[src/rtl/mskaes_unmask_stream_if.sv]
// mskaes_unmask_stream_if: ciphertext input and word-stream output bundle for the unmask stage
// Signals:
//   cipher_valid   one-cycle strobe: sh_ciphertext is valid
//   sh_ciphertext  shared ciphertext, bit i shares at [d*i +: d]
//   idle           stage empty, can accept the next cipher_valid
//   out_valid      out_data holds a valid word
//   out_ready      consumer accepts the word when out_valid & out_ready
//   out_data       unmasked ciphertext word
//   out_idx        word index 0..3 (0 = bits [127:96])
//   out_last       high on word index 3
//   overrun        sticky: cipher_valid arrived while not idle
// Modports: slave = the unmask stage, master = core plus consumer side.
interface mskaes_unmask_stream_if #(parameter int d = 2);
    logic               cipher_valid;
    logic [128*d-1:0]   sh_ciphertext;
    logic               idle;
    logic               out_valid;
    logic               out_ready;
    logic [31:0]        out_data;
    logic [1:0]         out_idx;
    logic               out_last;
    logic               overrun;
    modport slave (
        input  cipher_valid, sh_ciphertext, out_ready,
        output idle, out_valid, out_data, out_idx, out_last, overrun
    );
    modport master (
        output cipher_valid, sh_ciphertext, out_ready,
        input  idle, out_valid, out_data, out_idx, out_last, overrun
    );
endinterface

[src/rtl/mskaes_unmask_stream.sv]
// mskaes_unmask_stream: recombines d-share AES-128 ciphertext and streams it as four 32-bit words
// Ports:
//   clk  system clock, rising edge
//   rst  synchronous active-high reset
//   bus  mskaes_unmask_stream_if.slave: cipher_valid/sh_ciphertext in, idle/overrun status,
//        out_valid/out_ready/out_data/out_idx/out_last word stream
// The XOR over the shares of each bit in RECOMB is the only unmasking point; shares
// are wiped in the same step and the plaintext-domain register is wiped after the last word.
module mskaes_unmask_stream #(
    parameter int d = 2
) (
    input  logic                  clk,
    input  logic                  rst,
    mskaes_unmask_stream_if.slave bus
);
    localparam logic [1:0] IDLE   = 2'd0;
    localparam logic [1:0] RECOMB = 2'd1;
    localparam logic [1:0] STREAM = 2'd2;
    logic [1:0]         state;
    logic [128*d-1:0]   share_reg;
    logic [127:0]       ct_reg;
    logic [127:0]       ct_next;
    logic [1:0]         idx;
    logic               overrun;
    logic               stream;
    always_comb begin
        ct_next = '0;
        for (int i = 0; i < 128; i++)
            ct_next[i] = ^share_reg[d*i +: d];
    end
    always_ff @(posedge clk) begin
        if (rst) begin
            state     <= IDLE;
            share_reg <= '0;
            ct_reg    <= '0;
            idx       <= '0;
            overrun   <= 1'b0;
        end else begin
            if (bus.cipher_valid && state != IDLE)
                overrun <= 1'b1;
            case (state)
                IDLE: if (bus.cipher_valid) begin
                    share_reg <= bus.sh_ciphertext;
                    state     <= RECOMB;
                end
                RECOMB: begin
                    ct_reg    <= ct_next;
                    share_reg <= '0;
                    idx       <= '0;
                    state     <= STREAM;
                end
                STREAM: if (bus.out_ready) begin
                    if (idx == 2'd3) begin
                        ct_reg <= '0;
                        idx    <= '0;
                        state  <= IDLE;
                    end else begin
                        idx <= idx + 2'd1;
                    end
                end
                default: state <= IDLE;
            endcase
        end
    end
    assign stream        = state == STREAM;
    assign bus.idle      = state == IDLE;
    assign bus.out_valid = stream;
    // ~idx*32 selects word 0 from bits [127:96] down to word 3 from bits [31:0]
    assign bus.out_data  = stream ? ct_reg[{~idx, 5'd0} +: 32] : 32'd0;
    assign bus.out_idx   = idx;
    assign bus.out_last  = stream && idx == 2'd3;
    assign bus.overrun   = overrun;
endmodule

[src/flat_wrapper.sv]
// flat-port wrapper written by rule: the top's interface ports become plain ports
module mskaes_unmask_stream_flat 
#(
    parameter int d = 2
)
  (clk, rst, bus_cipher_valid, bus_sh_ciphertext, bus_out_ready, bus_idle, bus_out_valid, bus_out_data, bus_out_idx, bus_out_last, bus_overrun);
  mskaes_unmask_stream_if #(.d(d)) bus_i ();
  input  logic clk;
  input  logic rst;
  input wire logic [$bits(bus_i.cipher_valid)-1:0] bus_cipher_valid;
  input wire logic [$bits(bus_i.sh_ciphertext)-1:0] bus_sh_ciphertext;
  input wire logic [$bits(bus_i.out_ready)-1:0] bus_out_ready;
  output wire logic [$bits(bus_i.idle)-1:0] bus_idle;
  output wire logic [$bits(bus_i.out_valid)-1:0] bus_out_valid;
  output wire logic [$bits(bus_i.out_data)-1:0] bus_out_data;
  output wire logic [$bits(bus_i.out_idx)-1:0] bus_out_idx;
  output wire logic [$bits(bus_i.out_last)-1:0] bus_out_last;
  output wire logic [$bits(bus_i.overrun)-1:0] bus_overrun;
  assign bus_i.cipher_valid = bus_cipher_valid;
  assign bus_i.sh_ciphertext = bus_sh_ciphertext;
  assign bus_i.out_ready = bus_out_ready;
  assign bus_idle = bus_i.idle;
  assign bus_out_valid = bus_i.out_valid;
  assign bus_out_data = bus_i.out_data;
  assign bus_out_idx = bus_i.out_idx;
  assign bus_out_last = bus_i.out_last;
  assign bus_overrun = bus_i.overrun;
  mskaes_unmask_stream #(.d(d)) u_core (.clk(clk), .rst(rst), .bus(bus_i));
endmodule
[config.mk]
export PLATFORM = sky130hd
export DESIGN_NAME = mskaes_unmask_stream_flat
export DESIGN_NICKNAME = d
export VERILOG_FILES = /design/src/rtl/mskaes_unmask_stream_if.sv /design/src/rtl/mskaes_unmask_stream.sv /design/src/flat_wrapper.sv
export SDC_FILE = /design/constraint.sdc
export NUM_CORES = 1
export LEC_CHECK = 0
export ABC_AREA = 0
export BUFFER_PORTS_ARGS = -buffer_cell sky130_fd_sc_hd__buf_2
export CAP_MARGIN = 40
export CORE_AREA = 3 3 177 179
export DETAILED_ROUTE_END_ITERATION = 7
export DIE_AREA = 0 0 180 182
export HOLD_SLACK_MARGIN = 0.12
export PLACE_DENSITY = 0.72
export SLEW_MARGIN = 5
export SYNTH_ARGS = -nofsm -noshare
export SYNTH_HDL_FRONTEND = slang
export SYNTH_SLANG_ARGS = --single-unit
[constraint.sdc]
create_clock -name clk -period 1.6 [get_ports clk]
set_input_delay 0.16 -clock clk [delete_from_list [all_inputs] [get_ports clk]]
set_output_delay 0.16 -clock clk [all_outputs]
set_load 0.01 [all_outputs]
======== Word-level counts from Yosys, hierarchy flattened ========
Index checks and enable logic that the tools add are counted.
word-level totals
  bits in registers ....................... 389
  input bits .............................. 260
  output and inout port bits .............. 38
  word-level logic and storage cells ...... 165
operators by class
  $add $sub $neg .......................... 1
  eq/ne operators ......................... 6
  shift-type cells ........................ 1
  muxes and demuxes ....................... 13
  bitwise logic cells ..................... 1
  reductions and logical operators ........ 138
operators with widths
  kind                   count
  $pmux W256 S2          1
  $mux W128              2
  $mux W256              1
  $pmux W128 S2          1
  $reduce_xor A2 Y1      128
  $shiftx A128 B8 Y32    1
  $mux W32               1
  $mux W2                5
  $ne A2 B2 Y1 const B   3
  $pmux W2 S3            1
  $reduce_and A3 Y1      2
  $reduce_bool A2 Y1     3
  $eq A2 B2 Y1 const B   2
  $pmux W2 S2            1
  $reduce_and A2 Y1      2
  $add A2 B1 Y2 const B  1
  $eq A2 B1 Y1 const B   1
  $logic_and A1 B1 Y1    2
  $logic_not A2 Y1       1
  $not A2 Y2             1

======== Logic depth before layout (Yosys ltp) ========
  depth in word-level cells ............... 4
  depth in mapped cells ................... 6
  depth with buffers taken out ............ 4

======== Least setup slack after synthesis ========
OpenSTA, ideal clock, no wires.
  kind .................................... reg2out
  from .................................... reg u_core.idx[0] (netlist: u_core.bus.out_idx[0])
  to ...................................... out bus_out_data[10]
  data arrival time ....................... 1.578 ns
  data required time ...................... 1.440 ns
  slack ................................... -0.138 ns
  stages on the path, launching flop included .. 5
  buffers on the path ..................... 2
  cell sequence ........................... dfxtp_1 > buf_4 > buf_2 > mux4_2 > and2_1
on the way
  cells in the longest elaborated chain, start to end .. 3
RTL lines
  what                    RTL line                    text
  start, declared         mskaes_unmask_stream.sv:23  logic [1:0] idx;
  start signal, assigned  mskaes_unmask_stream.sv:58  idx <= idx + 2'd1;
  $not A2 Y2              mskaes_unmask_stream.sv:69  assign bus.out_data = stream ? ct_reg[{~idx, 5'd0} +: 32] : 32'd0;
  $shiftx A128 B8 Y32     mskaes_unmask_stream.sv:69
  $mux W32                mskaes_unmask_stream.sv:69
  end, declared           flat_wrapper.sv:15          output wire logic [$bits(bus_i.out_data)-1:0] bus_out_data;
Every way passes these cells.

======== Worst setup path in the final report ========
  from .................................... reg u_core.idx[0] (netlist: u_core.bus.out_idx[0])
  to ...................................... out bus_out_data[9]
Same word-level chain as after synthesis.

==> impl_metrics.json <==
{
  "outcome": "complete, but fails checks",
  "violations": "setup timing",
  "start_util": 0.493,
  "slew_viol_final": 0,
  "largest_reg_flops": 256,
  "viasPerCell": 5.62,
  "hold_slack_ps": 384,
  "design_area_um2": 21100,
  "num_rows": 63,
  "worstReg2RegEnd": "u_core.ct_reg[7]",
  "cts-root-buf": "clkbuf_16",
  "hold_path_class": "input port to flip-flop",
  "crit_path_max_incr_delay_ps": 530,
  "utilization": 0.711,
  "synth_ff_type": "dfxtp_1",
  "avgRoutedWirePerCell_um": 20.5,
  "cp.arrival_ps": 1940,
  "synth-compound-area-share": 0.200,
  "grt_pass1_vias": 13395,
  "nNetsFinal": 2168,
  "max_freq_mhz": 475,
  "drtIter0Drc": 945,
  "syn_area_per_cell_um2": 10.7,
  "dr.pass1.iters": 7,
  "n_fill_cell": 1982,
  "synth_top_family_by_area": "compound AO/OA/AOI/OAI gates",
  "synthTopCellsByArea": "dfxtp_1, a22o_1, xor2_1",
  "drcViolationCount": 0,
  "numCtsBuffers": 42,
  "antenna_found_initial": 3,
  "grt_pass1_wl_um": 73200,
  "syn_to_final_growth_pct": 44.2,
  "r2r_slack_ps": -60,
  "p_per_area_nw_per_um2": 1090,
  "cp_slowest_cell": "mux4_2",
  "layout-drive-gt1-share": 0.256,
  "min_period_over_period": 1.31,
  "synthMostInstantiatedCell": "dfxtp_1",
  "clk_latency_ps": 530,
  "path_max_fanout": 14,
  "yosys.area.top_type": "dfxtp_1",
  "die_w_um": 180,
  "final.setup_skew_ps": 15.9,
  "synth_simple_gate_area_frac": 0.0975,
  "crit_path_start": "u_core.bus.out_idx[0]",
  "holdCritStartpoint": "bus_sh_ciphertext[76]",
  "synthArstFlopShare": 0,
  "p_leak_nw": 9.17,
  "synth-seq-area-share": 0.531,
  "die-area_um2": 32800,
  "core_area_um2": 29700,
  "synth_commonest_cells": "dfxtp_1, a22o_1, a21oi_1",
  "wl_met3_um": 3630,
  "h-tree-depth": 2,
  "highest_layer": "met4",
  "cp-start-kind": "flip-flop",
  "clk_pin_slew_ps": 60,
  "grt_usage": 0.276,
  "grt_max_degree": 110,
  "post_dp_cell_area_um2": 16700,
  "synth.top_cell.area_share": 0.531,
  "cap_violations": 0,
  "gp_congestion": 0.841,
  "port-buffer-count": 297,
  "synth-edff-count": 0,
  "syn_area_um2": 14700,
  "rsz0062_at_grt": "yes",
  "setup_tns_ps": -16230,
  "worst_pin_slew_ps": 545,
  "postRouteAntennaNets": 0,
  "synth-xor-area-share": 0.0765,
  "r2r_start": "u_core.bus.out_idx[0]",
  "tritoncts": "done",
  "crit_family": "multiplexers",
  "synth-seq-cells": 389,
  "wl_met2_um": 22100,
  "clock_path_buffers": 3,
  "finalWorstSetupSlack_ps": -503,
  "cp.depth": 4,
  "synth_cell_types": 24,
  "wl_um": 47800,
  "yosysWarningCount": 0,
  "syn_nets": 1634,
  "worstPathRequired_ps": 1440,
  "pin_count": 298,
  "crit_buf_inv": 2,
  "crit_type": "flip-flop to output port",
  "peakVddDrop_v": 0.000883,
  "die_h_um": 182,
  "synth-adder-area-share": 0.000854,
  "syn_inst": 1373,
  "end_kind": "output port",
  "crit_end": "bus_out_data[9]",
  "synthMuxAreaShare": 0.0492,
  "drt-met1-wl_um": 20300,
  "period_needed_ps": 2100,
  "r2r.worst_path.cells": 8,
  "clock_sinks": 389,
  "num_vias": 13082,
  "finalHoldViolCount": 0,
  "slew-limit-headroom": 0.637,
  "overflow": 0,
  "finalSetupViolCount": 102,
  "dp_hpwl_um": 27300,
  "cp_cell_sequence": "buf_12 > mux4_2 > and2_4 > buf_6"
}
-- cells in the final DEF, fill, tap and decap left out, types with 32 or more instances in the layout --
cell,count
a21oi_1,131
a22o_1,256
buf_2,268
buf_6,38
clkbuf_16,44
dfxtp_1,385
dlygate4sd3_1,259
mux4_2,32
nand2_1,129
nand3_1,128
xor2_1,128
-- worst min-delay path, stage by stage --
cell           delay (ps)
dlygate4sd3_1         510
buf_2                  90
a22o_1                120
-- per-stage QoR --
stage | cells | power [mW] | setup slack (ps)
6_report | 2328 | 23.1 | -503
5_1_grt | 2328 | 23.8 | -555
4_1_cts | 2320 | 23.0 | -516
3_5_place_dp | 1984 | 12.9 | -21.9
3_3_place_gp | 1984 | 12.9 | -16.0
2_1_floorplan | 1373 | 12.0 | -42.3
-- cells by family after synthesis --
group,after synthesis
flip-flops,389
AND/OR/NAND/NOR,303
XOR/XNOR,128
adder cells (fa/ha/maj),1
multiplexers,32
AO/OA/AOI/OAI,392
buffers and inverters,128
-- what timing repair did --
action	CTS	global route
pin swaps	6	15
hold buffers	259	0
setup endpoints to repair	52	176
resized for setup	56	34
cloned	1	1
setup buffers	4	5
endpoints found under the hold margin	262	0
-- how the worst min path moves through the flow --
| stage | slack, ps | cells past startpoint | to |
|---|---|---|---|
| after floorplan | 290 | 1 | u_core.share_reg[0] |
| after global placement | 380 | 2 | u_core.share_reg[2] |
| after detailed placement | 380 | 2 | u_core.share_reg[125] |
| after CTS | 360 | 3 | u_core.share_reg[76] |
| after global routing | 390 | 3 | u_core.share_reg[175] |
| final | 380 | 3 | u_core.share_reg[76] |
-- final cells by class --
| cell class | count | area (um^2) | area share |
|---|---|---|---|
| sequential | 389 | 7800 | 0.369 |
| multi-input combinational | 856 | 6340 | 0.300 |
| timing repair buffer | 617 | 5120 | 0.242 |
| clock buffer | 58 | 1190 | 0.0564 |
| tap | 390 | 488 | 0.0231 |
| clock inverter | 14 | 184 | 0.00870 |
| antenna | 3 | 7.51 | 0.000355 |
| inverter | 1 | 3.75 | 0.000178 |
-- metal layers --
| metal | up-vias | track usage |
|---|---|---|
| met5 | - | 0 |
| met4 | 0 | 0.102 |
| li1 | 6013 | - |
| met2 | 616 | 0.440 |
| met1 | 6323 | 0.376 |
| met3 | 130 | 0.0499 |
-- power by group --
group	total, mW	switching [mW]	internal [mW]
registers	10.7	0.438	10.2
clock network	9.69	3.84	5.85
logic	2.72	1.24	1.48
total	23.1	5.52	17.6
Power figures use the tool's default switching activity.
